File: src/rtl/sample_prefetch_pkg.sv
// sample_prefetch_pkg
//   Shared definitions for the sample prefetcher: the fetch FSM state
//   encoding and the mid-scale sample value that the PWM stage idles at.
//   No ports; imported by sample_prefetch and sample_fifo.
package sample_prefetch_pkg;

    // Fetch FSM states.
    typedef enum logic [2:0] {
        IDLE    = 3'd0,
        START   = 3'd1,
        WAIT_HI = 3'd2,
        WAIT_LO = 3'd3,
        STREAM  = 3'd4
    } fetch_state_t;

    // Unsigned mid-scale: silence for an 8-bit PWM output.
    localparam logic [7:0] SAMPLE_MIDSCALE = 8'h80;

endpackage

File: src/rtl/sample_fifo.sv
// sample_fifo
//   Small synchronous byte FIFO. Storage is a register array and the head
//   byte is presented straight from it, so dout is valid (registered) as
//   soon as empty is low and can be consumed in the same cycle as pop.
// Ports:
//   clk    - clock, rising edge
//   rst    - synchronous active-high reset, empties the FIFO
//   flush  - synchronous clear, same effect as rst
//   push   - write din at the tail
//   din    - byte to write
//   pop    - discard the head byte
//   dout   - current head byte
//   level  - occupancy, 0..DEPTH
//   full   - level == DEPTH
//   empty  - level == 0
module sample_fifo
    import sample_prefetch_pkg::*;
#(
    parameter int DEPTH = 4
) (
    input  logic                     clk,
    input  logic                     rst,
    input  logic                     flush,
    input  logic                     push,
    input  logic [7:0]               din,
    input  logic                     pop,
    output logic [7:0]               dout,
    output logic [$clog2(DEPTH):0]   level,
    output logic                     full,
    output logic                     empty
);

    localparam int AW = $clog2(DEPTH);
    localparam int LW = AW + 1;

    logic [7:0]    mem [DEPTH];
    logic [AW-1:0] wr_ptr;
    logic [AW-1:0] rd_ptr;
    logic [LW-1:0] count;
    logic          do_push;
    logic          do_pop;

    assign full    = (count == LW'(DEPTH));
    assign empty   = (count == '0);
    assign level   = count;
    assign dout    = mem[rd_ptr];
    assign do_push = push && !full;
    assign do_pop  = pop && !empty;

    // Pointers wrap naturally because DEPTH is a power of two.
    always_ff @(posedge clk) begin
        if (rst || flush) begin
            wr_ptr <= '0;
            rd_ptr <= '0;
            count  <= '0;
        end else begin
            if (do_push) wr_ptr <= wr_ptr + 1'b1;
            if (do_pop)  rd_ptr <= rd_ptr + 1'b1;
            unique case ({do_push, do_pop})
                2'b10:   count <= count + 1'b1;
                2'b01:   count <= count - 1'b1;
                default: ;
            endcase
        end
    end

    // Data array needs no reset; contents are only read while non-empty.
    always_ff @(posedge clk) begin
        if (do_push) mem[wr_ptr] <= din;
    end

    // The fetch FSM only requests a byte while there is room, so a push
    // into a full FIFO means the request throttling has broken.
    push_while_full_a: assert property (@(posedge clk) disable iff (rst) !(push && full));

endmodule

File: src/rtl/sample_prefetch.sv
// sample_prefetch
//   Streams unsigned 8-bit audio samples from serial flash into a small
//   FIFO and releases one sample to the PWM stage every SAMPLE_PERIOD
//   clocks. Playback waits (priming) until the FIFO has filled once.
// Optional feature:
//   SAMPLE_PREFETCH_UNDERRUN_CNT_EN - adds underrun_count[15:0], a
//   saturating count of underruns cleared on reset and on enable rising.
// Ports:
//   clk, rst              - clock and synchronous active-high reset
//   enable                - stream while high; low aborts and flushes
//   start_addr            - first sample address, taken in START
//   flash_addr            - address presented to the flash controller
//   flash_start_read      - pulse: open a read at flash_addr
//   flash_continue_read   - pulse: fetch the next sequential byte
//   flash_stop_read       - pulse: end the read
//   flash_data/flash_busy - controller byte and busy flag
//   sample / sample_tick  - registered sample and period boundary pulse
//   fifo_level            - FIFO occupancy
//   underrun              - pulse when a tick finds the FIFO empty
module sample_prefetch
    import sample_prefetch_pkg::*;
#(
    parameter int DEPTH         = 4,
    parameter int SAMPLE_PERIOD = 1200
) (
    input  logic                   clk,
    input  logic                   rst,
    input  logic                   enable,
    input  logic [23:0]            start_addr,
    output logic [23:0]            flash_addr,
    output logic                   flash_start_read,
    output logic                   flash_continue_read,
    output logic                   flash_stop_read,
    input  logic [7:0]             flash_data,
    input  logic                   flash_busy,
    output logic [7:0]             sample,
    output logic                   sample_tick,
    output logic [$clog2(DEPTH):0] fifo_level,
    output logic                   underrun
`ifdef SAMPLE_PREFETCH_UNDERRUN_CNT_EN
    , output logic [15:0]          underrun_count
`endif
);

    localparam int CW = $clog2(SAMPLE_PERIOD + 1);

    fetch_state_t state;
    fetch_state_t state_nxt;
    logic [23:0]  addr_q;
    logic [CW-1:0] tick_cnt;
    logic         primed;
    logic         run;
    logic         abort;
    logic         counting;
    logic         tick_wrap;
    logic         fifo_push;
    logic         fifo_pop;
    logic         fifo_full;
    logic         fifo_empty;
    logic [7:0]   fifo_dout;

    // run: actively streaming this cycle; abort: enable dropped mid-session.
    // Both are masked by rst so reset wins over any in-flight handshake.
    assign run   = !rst && (state != IDLE) && enable;
    assign abort = !rst && (state != IDLE) && !enable;

    // Request pulses come straight from the state, so each lasts exactly
    // the one cycle the FSM spends in START or passes through STREAM.
    assign flash_start_read    = run && (state == START);
    assign flash_continue_read = run && (state == STREAM) && !fifo_full;
    assign flash_stop_read     = abort;
    assign flash_addr          = (state == START) ? start_addr : addr_q;

    assign fifo_push = run && (state == WAIT_LO) && !flash_busy;

    // The counter starts running on the first cycle the FIFO is full and
    // keeps running afterwards even if the FIFO later drains.
    assign counting    = run && (primed || fifo_full);
    assign tick_wrap   = counting && (tick_cnt == CW'(SAMPLE_PERIOD - 1));
    assign sample_tick = tick_wrap;
    assign underrun    = tick_wrap && fifo_empty;
    assign fifo_pop    = tick_wrap && !fifo_empty;

    // Next-state logic; a dropped enable overrides every handshake state.
    always_comb begin
        state_nxt = state;
        unique case (state)
            IDLE:    if (enable)      state_nxt = START;
            START:                    state_nxt = WAIT_HI;
            WAIT_HI: if (flash_busy)  state_nxt = WAIT_LO;
            WAIT_LO: if (!flash_busy) state_nxt = STREAM;
            STREAM:  if (!fifo_full)  state_nxt = WAIT_HI;
            default:                  state_nxt = IDLE;
        endcase
        if (state != IDLE && !enable) state_nxt = IDLE;
    end

    always_ff @(posedge clk) begin
        if (rst) state <= IDLE;
        else     state <= state_nxt;
    end

    // Hold the session start address; the controller owns sequencing.
    always_ff @(posedge clk) begin
        if (rst)                 addr_q <= '0;
        else if (state == START) addr_q <= start_addr;
    end

    // Priming flag and sample-period counter, both cleared outside a session.
    always_ff @(posedge clk) begin
        if (rst || !run) begin
            primed   <= 1'b0;
            tick_cnt <= '0;
        end else begin
            if (fifo_full) primed <= 1'b1;
            if (counting) tick_cnt <= tick_wrap ? '0 : tick_cnt + 1'b1;
        end
    end

    // Output sample: returns to mid-scale on abort, holds through underruns.
    always_ff @(posedge clk) begin
        if (rst || abort) sample <= SAMPLE_MIDSCALE;
        else if (fifo_pop) sample <= fifo_dout;
    end

    sample_fifo #(
        .DEPTH (DEPTH)
    ) u_fifo (
        .clk   (clk),
        .rst   (rst),
        .flush (abort),
        .push  (fifo_push),
        .din   (flash_data),
        .pop   (fifo_pop),
        .dout  (fifo_dout),
        .level (fifo_level),
        .full  (fifo_full),
        .empty (fifo_empty)
    );

`ifdef SAMPLE_PREFETCH_UNDERRUN_CNT_EN
    logic enable_q;

    // Saturating underrun counter, restarted for each new session.
    always_ff @(posedge clk) begin
        if (rst) begin
            enable_q       <= 1'b0;
            underrun_count <= '0;
        end else begin
            enable_q <= enable;
            if (enable && !enable_q)
                underrun_count <= '0;
            else if (underrun && underrun_count != 16'hFFFF)
                underrun_count <= underrun_count + 16'd1;
        end
    end
`endif

endmodule

File: config.mk
export PLATFORM = sky130hd
export DESIGN_NAME = sample_prefetch
export DESIGN_NICKNAME = d
export VERILOG_FILES = /design/src/rtl/sample_prefetch_pkg.sv /design/src/rtl/sample_fifo.sv /design/src/rtl/sample_prefetch.sv
export SDC_FILE = /design/constraint.sdc
export NUM_CORES = 1
export LEC_CHECK = 0
export ABC_CLOCK_PERIOD_IN_PS = 2600
export CORE_UTILIZATION = 40
export DETAILED_ROUTE_END_ITERATION = 6
export GPL_ROUTABILITY_DRIVEN = 0
export GPL_TIMING_DRIVEN = 1
export PLACE_DENSITY = 0.73
export REMOVE_ABC_BUFFERS = 1
export SLEW_MARGIN = 20
export SYNTH_ARGS = -nofsm -noshare
export SYNTH_HDL_FRONTEND = slang
export SYNTH_SLANG_ARGS = --single-unit
export TNS_END_PERCENT = 1
File: constraint.sdc
create_clock -name clk -period 2.6 [get_ports clk]
set_input_delay 0.39 -clock clk [delete_from_list [all_inputs] [get_ports clk]]
set_output_delay 0.39 -clock clk [all_outputs]
set_load 0.03 [all_outputs]
==> results.md <==
- Status: complete, no violations
- GRT Total Usage: 0.169
- Most frequent cell on the critical path: ha_2
- Required time worst endpoint: 2.89 ns
- Final ANT Viol Nets: 0
- Power per cell area: 597 nW/um^2
- Post-Synth XOR/XNOR Area: 0.0122
- Number of top-level pins: 76
- Vias in the first global route: 2556
- Die Span Y: 96.9 microns
- Largest net degree at the start of global routing: 21
- Synth Area in Adders: 0.0264
- Asr flop ratio synth: 0
- Layout cells sized above 1: 0.220
- DRC Markers: 0
- FF+latch count, synth: 86
- Simple-gate share of the synthesized area: 0.159
- Clk buf depth: 2
- Grt ovf: 0
- WP buf/inv: 2
- Clk Latency, worst-skew pair: 0.35 ns
- Clock Root Buffer: clkbuf_8
- Critical path fanouts, max: 3
- Hold Path Class: reg2reg
- Die footprint: 9380 sq um
- Final-report hold violation count: 0
- LEAKAGE: 1.78 nW
- DRT iter0 DRCs: 121
- Main combinational cell family by area after synthesis: simple AND/OR/NAND/NOR gates
- Vias per inst: 5.15
- Ant diodes: 0
- Post-synthesis compound-gate area fraction: 0.0810
- Initial antenna violation count: 0
- Mux cell area share after synthesis: 0.128
- Unrepaired setup endpoints after global routing: false
- Initial core utilization: 0.413
- Max_cap viols: 0
- Layout area overhead: 35.2%
- Final Max Slew Viols: 0
- Max stage delay on crit path: 0.36 ns
- Syn. warnings: 0
- CTS tree: built
- Slew at the pin closest to its max-slew limit: 0.607 ns
- Setup WS pre-CTS: -0.0450 ns
- TritonCTS Sinks: 86
- DR vias: 2597
- CP startpoint kind: register
- Seq/Total Area, Yosys: 0.567
- Max_slew headroom: 0.594
- Clock transition at path regs: 0.09 ns
- VDD IR max: 0.355 mV
- Slowest CP cell: fa_1
- Hold slack: 0.471 ns
- H-tree Lvls: 3
- Post-DP HPWL: 5.47 mm
- Crit Path Category: reg2reg
- CP Cell Sequence: ha_2, nor4bb_4, nand4_1, buf_4, nor2_2, ha_2, inv_1, fa_1, xor2_1, or3_1, a21oi_1
- Post-synth cell types: 44
- Wire per inst: 15.2 microns
- Final min period: 2.45 ns
- # rows: 34
- FMAX: 407 MHz
- Ys flop type: dfxtp_1
- Final #Nets: 434
- Number of synthesized flops with an enable pin: 32
- Number of hold buffers added after cts: 0
- Die X: 96.9 microns
- Min setup slack post-route: 0.146 ns
- First-pass GRT wire length: 12.5 mm
- CTS Buf Count: 9
- Crit path DAT: 2.74 ns
- Fin crit share: 0.944
- IO buf count: 75
- Mapped Avg Cell Area: 12.1 sq um
- Endpoints failing setup: 0
- Drt pass-1 iters: 4
- Synthesized area: 3600 sq um
- Core box area: 8720 sq um
- Mapped Cells: 298
- CP top delay family: simple AND/OR/NAND/NOR gates
- CP endpoint kind: register
- Routed WL: 7.66 mm
- Clock skew: 0.00731 ns
[tightest hold or removal path: cells and delay by family, from the launching register on]
family / cells / cell delay [ns]
flip-flops: 1 / 0.34
AND/OR/NAND/NOR: 1 / 0.05
AO/OA/AOI/OAI: 1 / 0.05
[final timing paths]
path,start,to,slack [ns],cells after the start
worst max-delay path,tick_cnt[0]$_SDFFE_PP0P_,u_fifo.level[2]$_SDFFE_PP0P_,0.15,11
worst min-delay path,tick_cnt[1]$_SDFFE_PP0P_,tick_cnt[1]$_SDFFE_PP0P_,0.47,2
worst max register to register,tick_cnt[0]$_SDFFE_PP0P_,u_fifo.level[2]$_SDFFE_PP0P_,0.15,11
worst min register to register,tick_cnt[1]$_SDFFE_PP0P_,tick_cnt[1]$_SDFFE_PP0P_,0.47,2
[registers in the layout, indices dropped and copies added, names as in the netlist]
signal	cells
u_fifo.level	3
sample	8
u_fifo.rd_ptr	2
primed	1
addr_q	24
tick_cnt	11
state	3
u_fifo.wr_ptr	2
u_fifo.mem	32
[synthesized netlist by cell type, drive strengths merged (2+ instances only)]
cell	instances	area share
a21oi	20	0.028
and2	6	0.010
and4	3	0.0073
buf	6	0.0076
clkbuf	7	0.0073
dfxtp	54	0.30
edfxtp	32	0.27
ha	6	0.021
inv	11	0.011
mux2	24	0.075
mux4	8	0.050
nand2	5	0.0052
nand3	13	0.018
nand4	2	0.0035
nor2	14	0.015
nor2b	25	0.043
nor3	5	0.0083
nor3b	2	0.0087
nor4bb	3	0.0083
o211ai	2	0.0042
o21ai	16	0.022
o31ai	6	0.013
or3	5	0.0087
or4	5	0.010
xor2	4	0.0097
[per-stage QoR]
| step | std cells | power (W) | utilization | TNS, ns | instance area, sq um |
|---|---|---|---|---|---|
| 2_1_floorplan | 285 | 0.00162 | - | -0.658 | 3550 |
| 3_3_place_gp | 486 | 0.00179 | 0.524 | -0.00504 | 4570 |
| 3_5_place_dp | 486 | 0.00179 | 0.524 | -0.0450 | 4570 |
| 4_1_cts | 503 | 0.00293 | 0.553 | 0 | 4820 |
| 5_1_grt | 504 | 0.00300 | 0.558 | 0 | 4870 |
| 6_report | 504 | 0.00290 | 0.558 | 0 | 4870 |
[layout make-up]
| type | instances | area (sq um) |
|---|---|---|
| Timing Repair Buffer | 95 | 875 |
| Clock buffer | 9 | 124 |
| Tap cell | 108 | 135 |
| Sequential cell | 86 | 2050 |
| Clock inverter | 7 | 128 |
| Multi-Input combinational cell | 188 | 1520 |
| Fill cell | 722 | 3850 |
| Inverter | 11 | 41.3 |
[per-layer routing]
layer,up-vias,part of all wire,GRT usage
met5,-,0,0
met4,0,0.024,0.0723
met3,14,0.026,0.0383
met2,44,0.51,0.286
met1,1265,0.44,0.205
li1,1274,-,-
[logic make-up (layout without fill, tap and decap cells)]
| logic type | Yosys count | in the layout |
|---|---|---|
| simple gates | 93 | 93 |
| mux | 33 | 33 |
| compound gates | 50 | 50 |
| xor+xnor | 5 | 5 |
| flops | 86 | 86 |
| fa+ha+maj | 7 | 7 |
| buf+inv | 24 | 122 |
[power breakdown]
group	internal, W	switching [W]
clock network	0.000654	0.000517
logic	0.000148	0.000160
registers	0.00142	0.00000918
total	0.00222	0.000687
[cells in the final DEF, fill, tap and decap left out, types with 12 or more instances in the layout]
cell,instances
nor2b_1,25
dlygate4sd2_1,23
a21oi_1,20
mux2_2,21
nand3_1,13
clkdlybuf4s50_1,46
buf_4,24
o21ai_0,14
edfxtp_1,32
dfxtp_1,49
nor2_1,12
[what timing repair did]
item | CTS | global route
setup buffers | 1 | 1
pin swaps | 1 | 2
setup endpoints to repair | 24 | 3
cloned | 0 | 0
gates resized for setup | 27 | 11
hold endpoints to repair | 0 | 0
No activity file was read; power rests on OpenSTA's default activity.
==> edit 1: new RTL, config.mk and constraints unchanged <==
Compare `tick_cnt` against `CW'(SAMPLE_PERIOD - 1)` with >= in place of ==.
--- a/src/rtl/sample_prefetch.sv
+++ b/src/rtl/sample_prefetch.sv
@@ -76,7 +76,7 @@
     // The counter starts running on the first cycle the FIFO is full and
     // keeps running afterwards even if the FIFO later drains.
     assign counting    = run && (primed || fifo_full);
-    assign tick_wrap   = counting && (tick_cnt == CW'(SAMPLE_PERIOD - 1));
+    assign tick_wrap   = counting && (tick_cnt >= CW'(SAMPLE_PERIOD - 1));
     assign sample_tick = tick_wrap;
     assign underrun    = tick_wrap && fifo_empty;
     assign fifo_pop    = tick_wrap && !fifo_empty;
Behaviour: no difference found for any inputs over 10 cycles, from zero or initial values and one cycle with rst high; that may be too few to reach the edited logic, so the function may still have changed.
==> edit 1 against the original RTL <==
- worst setup slack worse by 0.034 ns
- global-route usage down 0.62 points
- critical path depth down 1
- area after synthesis up 3.3%
- count of clock-buffer cells in the layout unchanged
- clock power down 3%
- total power down 3.0%
- final area up 3.1%
- sequential power about the same
- sequential cell count unchanged
- wire length up 2.7%
- maximum frequency down 1.4%
- first-iteration DRC count down 25%
- highest routed layer unchanged
==> edit 1: results (changes against the original RTL) <==
logic_synthesis:
  yosys.area_share.xor_xnor_pct: 0.706  # -0.51 points
  synthTopCellsByCount: "dfxtp_1, edfxtp_1, nand2_1, nor2b_1, mux2_2"
  synthMuxAreaShare_pct: 14.8  # +2.0 points
  synthAdderAreaFrac_pct: 2.56  # -0.085 points
  ys_seq_area_share_pct: 54.9  # -1.8 points
min_path:
  worstHoldStart: "sample[2]"
  hold_end: "sample[2]"
finish:
  drive_above_1_share_pct: 23.0  # +0.98 points
  multi_input_area_mm2: 0.00158  # +4.0%
  register_area_mm2: 0.00205  # +0.12%
  clkCellAreaFrac_pct: 4.87  # -0.30 points
  buffers: 105  # +11%
  multi_input_area_share_pct: 31.4  # +0.27 points
  num-multi-input-gates: 201  # +6.9%
routing:
  vias_per_cell: 5.09  # -1.3%
  route.met3.wl_um: 389  # +97%
  wirelength_met1_mm: 3.54  # +4.8%
  drtPass1Iterations: 6  # +2
power_and_ir_drop:
  p_leak_nw: 1.98  # +11%
global_routing:
  grt_use_total_pct: 16.2  # -0.62 points
  grt_pass1_wl_mm: 12.3  # -1.1%
  grt_util_met3_pct: 3.97  # +0.14 points
run_status:
  status: "completed"
placed_design:
  place_area_mm2: 0.00475  # +3.8%
timing:
  fin_hold_ws_ns: 0.460  # -0.0116 ns
critical_path:
  reg2regPathDepth: 10  # -1
edit 1: cell count changes after synthesis, moves of 7 or more:
| cell | before | now |
|---|---|---|
| inv_1 | 11 | 19 |
| o211ai_1 | 2 | 11 |
| a21oi_1 | 20 | 13 |
| mux2i_1 | 1 | 10 |
| nand3_1 | 13 | 5 |
| o21ai_0 | 14 | 2 |
| nand2_1 | 5 | 28 |
edit 1: worst max-delay path, delay by kind of cell, from the launching register on:
family | cells | cell delay [ns]
XOR/XNOR | 1 | 0.15
AND/OR/NAND/NOR | 3 | 1.10
adder cells (fa/ha/maj) | 2 | 0.46
AO/OA/AOI/OAI | 2 | 0.25
flip-flops | 1 | 0.33
buffers and inverters | 2 | 0.13
edit 1: power by group through the flow:
stage               combinational, mW  sequential (mW)  clock, mW
floorplan                       0.145             1.45          0
global placement                0.289             1.45          0
detailed placement              0.292             1.45          0
CTS                             0.271             1.42       1.16
global route                    0.285             1.42       1.20
finish                          0.270             1.42       1.13
==> edit 2: new RTL, config.mk and constraints unchanged <==
Without the edit above. Add a define of `SAMPLE_PREFETCH_UNDERRUN_CNT_EN`.
--- a/src/rtl/sample_prefetch.sv
+++ b/src/rtl/sample_prefetch.sv
@@ -17,6 +17,8 @@
 //   sample / sample_tick  - registered sample and period boundary pulse
 //   fifo_level            - FIFO occupancy
 //   underrun              - pulse when a tick finds the FIFO empty
+`define SAMPLE_PREFETCH_UNDERRUN_CNT_EN
+
 module sample_prefetch
     import sample_prefetch_pkg::*;
 #(
Behaviour (old outputs only; new: underrun_count): unchanged (equiv_simple and equiv_induct, registers matched by name and starting in step).
==> edit 2 against the original RTL <==
- area after synthesis grew 22%
- sequential power grew 19%
- maximum frequency shrank 2.7%
- combinational power grew 3%
- final area grew 18%
- worst setup slack lost 0.069 ns
- synthesized cell count grew 28%
- first-iteration DRC count shrank 60%
- critical path depth shrank 1
- sequential cell count grew 17
- worst hold slack gained 0.032 ns
- wire length grew 19%
- total power grew 4.7%
- critical path type unchanged
- largest cell class unchanged
- highest routed layer unchanged
==> edit 2: results (changes against the original RTL) <==
min_path:
  hold_end: "underrun_count[11]"
  worstHoldStart: "underrun_count[11]"
  hold_depth: 2  # unchanged
  worstHoldPathType: "flip-flop to flip-flop"
finish:
  num_antenna_cells: 0  # unchanged
  drive_above_1_share_pct: 17.9  # -4.0 points
  fill_cells: 920  # +27%
  finalNetCount: 530  # +22%
  design_area_mm2: 0.00573  # +18%
  layout_top_registers: "u_fifo.mem: 32 flops, addr_q: 24 flops, underrun_count: 16 flops"
  area_delta_synth_final_pct: 30.1
power_and_ir_drop:
  vdd_drop_max_uv: 332  # -6.4%
  p_leak_nw: 2.05  # +15%
timing:
  fin_hold_ws_ns: 0.503  # +0.0321 ns
  max_slew.worst_pin.slew_ns: 0.733  # +0.126 ns
  skew_ns: 0.0138  # +0.00654 ns
critical_path:
  critPathMaxFanout: 5  # +2
  r2r_end: "u_fifo.level[2]"
  crit_path_top_delay_cell: "fa_1"
  arrival_ns: 2.83  # +0.09 ns
  reg2reg_setup_slack_ns: 0.08  # -0.07 ns
  reg2regPathDepth: 10  # -1
  critical-path-max-stage-delay_ns: 0.37
  critical_path.startpoint: "tick_cnt[0]"
cts:
  clock_tree.buffer_depth: 2  # unchanged
  htreeDepth: 3  # unchanged
  cts-root-buf: "clkbuf_8"
  clk_latency_ns: 0.37  # +0.02 ns
  clkTransAtPathRegs_ns: 0.11  # +0.02 ns
  cts_inserted_buffers: 9  # unchanged
routing:
  vias_per_cell: 5.08  # -1.4%
  drt_iter0_markers: 48  # -60%
  drtPass1Iterations: 4  # unchanged
  finalWirelength_mm: 9.13  # +19%
logic_synthesis:
  async_flop_share_pct: 0  # unchanged
  synthTopCellsByArea: "dfxtp_1, edfxtp_1, mux2_2"
  ys_types: 57  # +30%
  synthTopCellsByCount: "dfxtp_1, nor2_1, edfxtp_1, nor2b_1, mux2_2"
  yosysWarningCount: 0  # unchanged
  synth_edf_count: 32  # unchanged
  ys_seq_area_share_pct: 54.1  # -2.6 points
global_routing:
  grt_use_total_pct: 17.2  # +0.32 points
  antenna_found_initial: 0  # unchanged
  grt_max_degree: 29  # +38%
  grt_pass1_wl_mm: 15.3  # +23%
  grt_pass1_vias: 3308  # +29%
placed_design:
  dp_hpwl_mm: 6.52  # +19%
  place_area_mm2: 0.00554  # +21%
  port_buffers: 91  # +21%
run_status:
  status: "completed"
flow_run:
  drv_cap: 0  # unchanged
==> edit 2: cell count changes in the layout (fill, tap and decap cells not counted), sizes merged, moves of 7 or more <==
cell / change
and3: +7
clkdlybuf4s50: +16
dfxtp: +17
mux2i: +9
nand2: +8
nor2: +24
o21ai: -10
xnor2: +9
==> edit 2: area by class of cell <==
| cell class | instances | share of cell area, % |
|---|---|---|
| multi-input combinational | 252 | 33.4 |
| clock buffer | 10 | 2.23 |
| timing repair buffer | 109 | 17.7 |
| tap | 136 | 2.97 |
| clock inverter | 6 | 1.33 |
| inverter | 11 | 0.721 |
| sequential | 103 | 41.6 |
==> edit 2: layer usage <==
| layer | global-route usage, % | share of wire [%] |
|---|---|---|
| met2 | 29.0 | 50 |
| met4 | 6.65 | 1.5 |
| met5 | 0 | 0 |
| met1 | 20.2 | 44 |
| met3 | 5.59 | 5.2 |
==> edit 2: cells by family (layout without fill, tap and decap cells) <==
group                      after synthesis  after routing  share of synthesized area (%)
buffers and inverters                   26            136                           2.79
muxes                                   42             42                           12.5
xor gates and xnor gates                15             15                           2.98
and+or+nand+nor                        145            145                           19.0
adders and majority gates                8              8                           2.44
AOI/OAI and AO/OA                       42             42                           6.14
DFF                                    103            103                           54.1
==> edit 2: power by group <==
group          leakage, nW  internal [mW]  switching (mW)
Combinational         1.09          0.149           0.166
Sequential           0.863           1.68         0.00926
Clock               0.0969          0.463           0.576
==> edit 2: timing repair <==
action / 4_1_cts / 5_1_grt
setup endpoints to repair: 24 / 1
buffers inserted: 0 / 1
pin swaps: 0 / 3
gates resized for setup: 24 / 4
hold buffers: 0 / 0
==> edit 2: worst max path at each step <==
stage / endpoint / slack [ns] / cells past startpoint
detailed placement: u_fifo.level[2] / -0.10 / 10
CTS: u_fifo.level[2] / 0.04 / 10
floorplan: u_fifo.level[2] / -0.68 / 10
global route: u_fifo.level[2] / -0.03 / 10
finish: u_fifo.level[2] / 0.08 / 10
global placement: u_fifo.level[2] / -0.01 / 10
==> edit 2: critical path, delay by kind of cell, from the launching register on <==
| kind | cells | cell delay (ns) |
|---|---|---|
| xor+xnor | 1 | 0.16 |
| flops | 1 | 0.35 |
| simple gates | 3 | 0.70 |
| buf+inv | 1 | 0.06 |
| fa+ha+maj | 3 | 0.80 |
| compound gates | 2 | 0.38 |
==> edit 2: metrics by stage <==
stage	instances	setup TNS [ns]	power [mW]	worst slack [ns]
3_3_place_gp	610	-0.0112	2.06	-0.0112
2_1_floorplan	366	-1.20	1.90	-0.681
3_5_place_dp	610	-0.101	2.07	-0.101
6_report	627	0	3.04	0.0762
5_1_grt	627	-0.0295	3.17	-0.0295
4_1_cts	626	0	3.08	0.0390
